[config.mk]
export PLATFORM = sky130hd
export DESIGN_NAME = cga_dac_ctrl
export DESIGN_NICKNAME = d
export VERILOG_FILES = /design/src/rtl/cga_dac_pkg.sv /design/src/rtl/cga_dac_palette.sv /design/src/rtl/cga_dac_ctrl.sv
export SDC_FILE = /design/constraint.sdc
export NUM_CORES = 1
export LEC_CHECK = 0
export CORE_MARGIN = 4
export CORE_UTILIZATION = 40
export CTS_CLUSTER_DIAMETER = 200
export DETAILED_ROUTE_END_ITERATION = 8
export PLACE_DENSITY_LB_ADDON = 0.1
export SYNTH_ARGS = -nofsm -noshare
export SYNTH_HDL_FRONTEND = slang
export SYNTH_HIERARCHICAL = 1
export SYNTH_SLANG_ARGS = --single-unit
[constraint.sdc]
create_clock -name clk -period 2.75 [get_ports clk]
set_input_delay 0.55 -clock clk [delete_from_list [all_inputs] [get_ports clk]]
set_output_delay 0.55 -clock clk [all_outputs]
set_load 0.005 [all_outputs]
[src/rtl/cga_dac_pkg.sv]
// Shared definitions for the CGA colour DAC: register map, sequencer phases
// and the power-up palette (standard CGA 16 colours, 6 bits per component).
package cga_dac_pkg;

  localparam int NUM_ENTRIES = 16;
  localparam int COMP_W      = 6;
  localparam int IDX_W       = 4;
  localparam int ENTRY_W     = 3 * COMP_W;

  localparam logic [1:0] ADDR_WIDX = 2'd0;
  localparam logic [1:0] ADDR_DATA = 2'd1;
  localparam logic [1:0] ADDR_RIDX = 2'd2;
  localparam logic [1:0] ADDR_MASK = 2'd3;

  typedef enum logic [1:0] {
    PH_R = 2'd0,
    PH_G = 2'd1,
    PH_B = 2'd2
  } phase_e;

  // Entries are packed {red, green, blue}.
  localparam logic [ENTRY_W-1:0] DEFAULT_PALETTE [NUM_ENTRIES] = '{
    {6'h00, 6'h00, 6'h00},
    {6'h00, 6'h00, 6'h2A},
    {6'h00, 6'h2A, 6'h00},
    {6'h00, 6'h2A, 6'h2A},
    {6'h2A, 6'h00, 6'h00},
    {6'h2A, 6'h00, 6'h2A},
    {6'h2A, 6'h15, 6'h00},
    {6'h2A, 6'h2A, 6'h2A},
    {6'h15, 6'h15, 6'h15},
    {6'h15, 6'h15, 6'h3F},
    {6'h15, 6'h3F, 6'h15},
    {6'h15, 6'h3F, 6'h3F},
    {6'h3F, 6'h15, 6'h15},
    {6'h3F, 6'h15, 6'h3F},
    {6'h3F, 6'h3F, 6'h15},
    {6'h3F, 6'h3F, 6'h3F}
  };

  function automatic logic [COMP_W-1:0] sel_comp(input logic [ENTRY_W-1:0] entry,
                                                 input phase_e ph);
    case (ph)
      PH_R:    sel_comp = entry[3*COMP_W-1:2*COMP_W];
      PH_G:    sel_comp = entry[2*COMP_W-1:COMP_W];
      default: sel_comp = entry[COMP_W-1:0];
    endcase
  endfunction

endpackage

[src/rtl/cga_dac_palette.sv]
// 16 x 18-bit colour register file, reset to the CGA palette, with one write
// port and two combinational read ports (pixel lookup and CPU read latch).
module cga_dac_palette
  import cga_dac_pkg::*;
(
  input  logic               clk,
  input  logic               rst_n,
  input  logic               i_we,
  input  logic [IDX_W-1:0]   i_waddr,
  input  logic [ENTRY_W-1:0] i_wdata,
  input  logic [IDX_W-1:0]   i_pix_addr,
  output logic [ENTRY_W-1:0] o_pix_data,
  input  logic [IDX_W-1:0]   i_cpu_addr,
  output logic [ENTRY_W-1:0] o_cpu_data
);

  logic [ENTRY_W-1:0] r_mem [NUM_ENTRIES];

  always_ff @(posedge clk or negedge rst_n) begin
    if (!rst_n) begin
      for (int i = 0; i < NUM_ENTRIES; i++) begin
        r_mem[i] <= DEFAULT_PALETTE[i];
      end
    end else if (i_we) begin
      r_mem[i_waddr] <= i_wdata;
    end
  end

  assign o_pix_data = r_mem[i_pix_addr];
  assign o_cpu_data = r_mem[i_cpu_addr];

endmodule

[src/rtl/cga_dac_ctrl.sv]
// Programmable CGA colour DAC: VGA-style index/data register sequencer on the
// CPU side, registered 4-bit-code to 18-bit RGB lookup on the pixel side.
module cga_dac_ctrl
  import cga_dac_pkg::*;
(
  input  logic              clk,
  input  logic              rst_n,
  input  logic [1:0]        i_bus_addr,
  input  logic              i_bus_wr,
  input  logic              i_bus_rd,
  input  logic [7:0]        i_bus_wdata,
  output logic [7:0]        o_bus_rdata,
  input  logic [3:0]        i_video,
  input  logic              i_blank,
  output logic [COMP_W-1:0] o_red,
  output logic [COMP_W-1:0] o_green,
  output logic [COMP_W-1:0] o_blue
);

  logic [IDX_W-1:0]   r_widx, r_ridx, r_pel_mask;
  phase_e             r_wphase, r_rphase;
  logic [COMP_W-1:0]  r_stage_r, r_stage_g;
  logic [ENTRY_W-1:0] r_rlatch;
  logic [7:0]         r_rdata;
  logic [ENTRY_W-1:0] r_rgb;

  logic [IDX_W-1:0]   w_widx_nxt, w_ridx_nxt, w_pel_mask_nxt;
  phase_e             w_wphase_nxt, w_rphase_nxt;
  logic [COMP_W-1:0]  w_stage_r_nxt, w_stage_g_nxt;
  logic [ENTRY_W-1:0] w_rlatch_nxt;
  logic [7:0]         w_rdata_nxt;

  logic               w_rd;
  logic               w_commit;
  logic [ENTRY_W-1:0] w_commit_data;
  logic               w_reload;
  logic [IDX_W-1:0]   w_reload_idx;
  logic [IDX_W-1:0]   w_pix_idx;
  logic [ENTRY_W-1:0] w_pix_entry;
  logic [ENTRY_W-1:0] w_cpu_entry;
  logic               w_unused;

  assign w_unused = &{1'b0, i_bus_wdata[7:6]};

  // A write strobe always wins; a colliding read is simply dropped.
  assign w_rd          = i_bus_rd & ~i_bus_wr;
  assign w_commit      = i_bus_wr && (i_bus_addr == ADDR_DATA) && (r_wphase == PH_B);
  assign w_commit_data = {r_stage_r, r_stage_g, i_bus_wdata[COMP_W-1:0]};
  assign w_reload      = (i_bus_wr && (i_bus_addr == ADDR_RIDX)) ||
                         (w_rd && (i_bus_addr == ADDR_DATA) && (r_rphase == PH_B));
  assign w_reload_idx  = (i_bus_wr && (i_bus_addr == ADDR_RIDX)) ? i_bus_wdata[IDX_W-1:0]
                                                                  : r_ridx + 4'd1;
  assign w_pix_idx     = i_video & r_pel_mask;

  cga_dac_palette u_palette (
    .clk        (clk),
    .rst_n      (rst_n),
    .i_we       (w_commit),
    .i_waddr    (r_widx),
    .i_wdata    (w_commit_data),
    .i_pix_addr (w_pix_idx),
    .o_pix_data (w_pix_entry),
    .i_cpu_addr (w_reload_idx),
    .o_cpu_data (w_cpu_entry)
  );

  always_comb begin
    w_widx_nxt     = r_widx;
    w_wphase_nxt   = r_wphase;
    w_stage_r_nxt  = r_stage_r;
    w_stage_g_nxt  = r_stage_g;
    w_ridx_nxt     = r_ridx;
    w_rphase_nxt   = r_rphase;
    w_pel_mask_nxt = r_pel_mask;
    w_rdata_nxt    = r_rdata;
    w_rlatch_nxt   = r_rlatch;

    if (i_bus_wr) begin
      case (i_bus_addr)
        ADDR_WIDX: begin
          w_widx_nxt   = i_bus_wdata[IDX_W-1:0];
          w_wphase_nxt = PH_R;
        end
        ADDR_DATA: begin
          case (r_wphase)
            PH_R: begin
              w_stage_r_nxt = i_bus_wdata[COMP_W-1:0];
              w_wphase_nxt  = PH_G;
            end
            PH_G: begin
              w_stage_g_nxt = i_bus_wdata[COMP_W-1:0];
              w_wphase_nxt  = PH_B;
            end
            PH_B: begin
              w_widx_nxt   = r_widx + 4'd1;
              w_wphase_nxt = PH_R;
            end
            default: w_wphase_nxt = PH_R;
          endcase
        end
        ADDR_RIDX: begin
          w_ridx_nxt   = i_bus_wdata[IDX_W-1:0];
          w_rphase_nxt = PH_R;
        end
        default: w_pel_mask_nxt = i_bus_wdata[IDX_W-1:0];
      endcase
    end else if (w_rd) begin
      case (i_bus_addr)
        ADDR_WIDX: w_rdata_nxt = {4'h0, r_widx};
        ADDR_DATA: begin
          w_rdata_nxt = {2'b00, sel_comp(r_rlatch, r_rphase)};
          case (r_rphase)
            PH_R:    w_rphase_nxt = PH_G;
            PH_G:    w_rphase_nxt = PH_B;
            default: begin
              w_ridx_nxt   = r_ridx + 4'd1;
              w_rphase_nxt = PH_R;
            end
          endcase
        end
        ADDR_RIDX: w_rdata_nxt = {4'h0, r_ridx};
        default:   w_rdata_nxt = {r_rphase, r_wphase, r_pel_mask};
      endcase
    end

    // Forward a same-cycle commit so the latch never holds a stale entry.
    if (w_reload) begin
      w_rlatch_nxt = (w_commit && (w_reload_idx == r_widx)) ? w_commit_data : w_cpu_entry;
    end
  end

  always_ff @(posedge clk or negedge rst_n) begin
    if (!rst_n) begin
      r_widx     <= '0;
      r_wphase   <= PH_R;
      r_stage_r  <= '0;
      r_stage_g  <= '0;
      r_ridx     <= '0;
      r_rphase   <= PH_R;
      r_pel_mask <= 4'hF;
      r_rdata    <= '0;
      r_rlatch   <= DEFAULT_PALETTE[0];
    end else begin
      r_widx     <= w_widx_nxt;
      r_wphase   <= w_wphase_nxt;
      r_stage_r  <= w_stage_r_nxt;
      r_stage_g  <= w_stage_g_nxt;
      r_ridx     <= w_ridx_nxt;
      r_rphase   <= w_rphase_nxt;
      r_pel_mask <= w_pel_mask_nxt;
      r_rdata    <= w_rdata_nxt;
      r_rlatch   <= w_rlatch_nxt;
    end
  end

  // Pixel lookup sees the pre-commit palette, so a same-cycle update shows next clock.
  always_ff @(posedge clk or negedge rst_n) begin
    if (!rst_n) begin
      r_rgb <= '0;
    end else begin
      r_rgb <= i_blank ? '0 : w_pix_entry;
    end
  end

  assign o_bus_rdata = r_rdata;
  assign o_red       = r_rgb[3*COMP_W-1:2*COMP_W];
  assign o_green     = r_rgb[2*COMP_W-1:COMP_W];
  assign o_blue      = r_rgb[COMP_W-1:0];

endmodule

==> summary.md <==
| Metric | Value |
|---|---|
| Crit path kind | input port to register |
| Final nets | 1347 |
| WL met2 | 26000 µm |
| Fillcell total | 3913 |
| Detailed-route via count | 11300 |
| TritonCTS Buffers | 42 |
| Int Power | 10.8 mW |
| Skew-Pair Late Insertion Delay | 0.57 ns |
| Critical path endpoint category | register |
| Wl on met1 | 24500 µm |
| Slew margin rel. | 0.195 |
| Clock Power Share | 0.379 |
| Pins Over Slew Limit | 0 |
| DRT Pass-1 Iters | 5 |
| Final core occ | 0.489 |
| Syn nets | 1216 |
| Die width | 223 µm |
| Final period utilization | 0.954 |
| Via density | 5.78 |
| PD cells | 679 nW/µm² |
| Total Routed Length | 53600 µm |
| Num ports | 45 |
| DP HPWL | 34600 µm |
| Total negative slack | 0 ns |
| Post-route DRC | 0 |
| Routed met3 length | 2070 µm |
| RSZ-0062 raised after global routing | no |
| VDD IR max | 0.000450 V |
| NetSw | 4.39 mW |
| Clock buffer depth | 3 |
| Unique masters post-synth | 51 |
| Rows | 78 |
| Pleak | 9.58 nW |
| Area grow syn2layout | 20.5% |
| Wire per inst | 27.4 µm |
| Status | finished clean |
| H-tree level count | 2 |
| Clk sinks | 360 |
| Critical path arrival | 3.08 ns |
| Endpoints failing hold | 0 |
| DRT iter0 DRCs | 673 |
| Worst path required time | 3.20 ns |
| Worst-Margin Slew | 1.21 ns |
| Fin Clk Skew | 0.0124 ns |
| CTS clock-pin slew for the worst setup and hold paths | 0.06 ns |
| Starting Density | 0.406 |
| Synthesized flop and latch total | 360 |
| Fmax achieved | 381 MHz |
| Final setup viols | 0 |
| Worst Setup Start Kind | input port |
| Final RePlAce weighted congestion | 0.790 |
| Vias in the first global route | 12000 |
| Max layer used | met4 |
| Total core area | 45600 µm² |
| Synth Instances | 1195 |
| Mean Syn Cell Area | 15.5 µm² |
| # port buffers | 42 |
| TritonCTS clock tree | yes |
| Antenna Nets Post-Route | 0 |
| Total grt overflow | 0 |
| Ant diodes | 0 |
| Mapped Area | 18500 µm² |
| Antenna violations before repair | 0 |
| First-pass GRT wire length | 81000 µm |
| Total GRT Usage | 0.217 |
| Die Y | 223 µm |
| Largest net degree at the start of global routing | 69 |
| Gate power share | 0.205 |
| Crit Path Max Fanout | 9 |
| Switching share of power | 0.290 |
| Clock period minus worst slack | 2.62 ns |
| CTS root buf | clkbuf_16 |
| Flop pwr share | 0.417 |
| Total Die Area | 49800 µm² |
| Yosys warns | 6 |
| Max Cap Viol | 0 |
| HP Class | register to register |
| Seq/Total Area, Yosys | 0.497 |
| Layout cell share with drive strength beyond 1 | 0.629 |
-- state kept, by name, summed over array words and instances, names as in the netlist --
name and count:
u_palette/r_mem 288, o_bus_rdata 8, r_stage_r 6, r_stage_g 6, r_rphase 2, r_rgb 18
r_ridx 4, r_widx 4, r_pel_mask 4, r_wphase 2, r_rlatch 18
-- cells in the mapped netlist (all sizes together) --
library cell,number,share of area
o31ai,2,0.00081
and2,6,0.0020
a31oi,1,0.0011
nand3b,4,0.0016
and3b,1,0.00047
a222oi,1,0.00054
mux2i,8,0.0043
mux4,148,0.18
nor4,1,0.0011
a22o,7,0.0033
nor3,9,0.0064
xnor2,1,0.00047
nor2b,26,0.0088
mux2,324,0.20
o221ai,2,0.00095
o2bb2ai,1,0.00047
a21oi,9,0.0026
xor2,1,0.00047
dfstp,148,0.21
nor2,17,0.0043
and4bb,1,0.00068
buf,48,0.017
or3,2,0.00068
ha,2,0.0014
a21o,2,0.00081
o22a,1,0.00047
or4,2,0.0010
nor3b,1,0.00041
o21ai,9,0.0024
clkbuf,49,0.0099
nand2,56,0.011
nand2b,11,0.0045
a22oi,72,0.029
a2111oi,2,0.00095
inv,3,0.00061
dfrtp,212,0.29
nand3,5,0.0014
-- through the flow --
stage	setup WS, ns	area (µm²)	instances	hold slack [ns]	power, mW
detailed placement	-0.460	20900	1879	0.497	9.50
global route	0.00768	22300	1959	0.533	15.8
CTS	0.130	22300	1957	0.512	15.3
finish	0.127	22300	1959	0.511	15.1
global placement	-0.437	20900	1879	0.491	9.48
floorplan	0.0368	18500	1195	0.254	7.81
-- placed cells by master (no fill, tap or decap), types with 7 or more instances in the layout --
cell type        count
a21oi_1              7
a22o_1               7
a22oi_1             71
buf_12              47
buf_4               94
clkbuf_1            15
clkbuf_16           43
clkbuf_8            11
clkdlybuf4s50_1     41
dfrtp_1            212
dfstp_2            148
mux2_2             303
mux2_4              20
mux2i_1              8
mux4_2             148
nand2_1             54
nand2b_1             9
nor2_1               9
nor2_2               8
nor2b_1             22
o21ai_0              9
-- routing by layer --
metal  vias to the layer above  global-route usage
li1                       4894                   -
met1                      6122               0.310
met2                       228               0.356
met3                        73              0.0333
met4                         0              0.0479
met5                         -                   0
-- power groups by stage --
stage | Combinational (mW) | Sequential [mW] | Clock [mW]
3_3_place_gp | 3.10 | 6.38 | 0
2_1_floorplan | 1.79 | 6.02 | 0
4_1_cts | 3.13 | 6.30 | 5.89
5_1_grt | 3.29 | 6.38 | 6.10
3_5_place_dp | 3.12 | 6.39 | 0
6_report | 3.10 | 6.31 | 5.73
-- path summary, 6_finish.rpt --
kind | startpoint | end | slack (ns) | depth (start not counted)
worst max-delay path | i_bus_addr[0] | r_rlatch[9] | 0.13 | 10
worst min-delay path | o_bus_rdata[7] | o_bus_rdata[7] | 0.51 | 1
worst max register to register | r_ridx[1] | r_rlatch[15] | 0.22 | 9
worst min register to register | o_bus_rdata[7] | o_bus_rdata[7] | 0.51 | 1
max in group asynchronous | rst_n | u_palette/r_mem[7] | 1.44 | 3
min in group asynchronous | rst_n | u_palette/r_mem[239] | 0.52 | 2
-- cells by family after synthesis --
kind of cell               after synthesis  synth area share
buffers and inverters                  100            0.0272
muxes                                  480             0.385
AOI/OAI and AO/OA                      109            0.0437
adders and majority gates                2           0.00135
and+or+nand+nor                        142            0.0448
xor gates and xnor gates                 2          0.000946
DFF                                    360             0.497
-- cell type report --
type                    instances  area [µm²]  area share
clock buffers                  69        1280      0.0575
clock inverters                 8         124     0.00555
inverters                       3        11.3    0.000505
multi-input cells             735        8860       0.397
flip-flops and latches        360        9190       0.412
well taps                     600         751      0.0337
repair buffers                184        2080      0.0933
-- worst max-delay path, cell delays in order --
cell	delay, ns
clkdlybuf4s50_1	0.50
nand3b_1	0.21
nor2_1	0.10
a21oi_4	0.23
buf_12	0.19
buf_4	0.15
mux4_2	0.49
a22oi_1	0.28
nand2_1	0.10
mux2_4	0.27
-- repair_timing --
action,4_1_cts,5_1_grt
hold endpoints to repair,31,0
setup endpoints to repair,0,2
buffers inserted,0,2
gates resized for setup,0,1
hold buffers,1,0
Power figures use the tool's default switching activity.
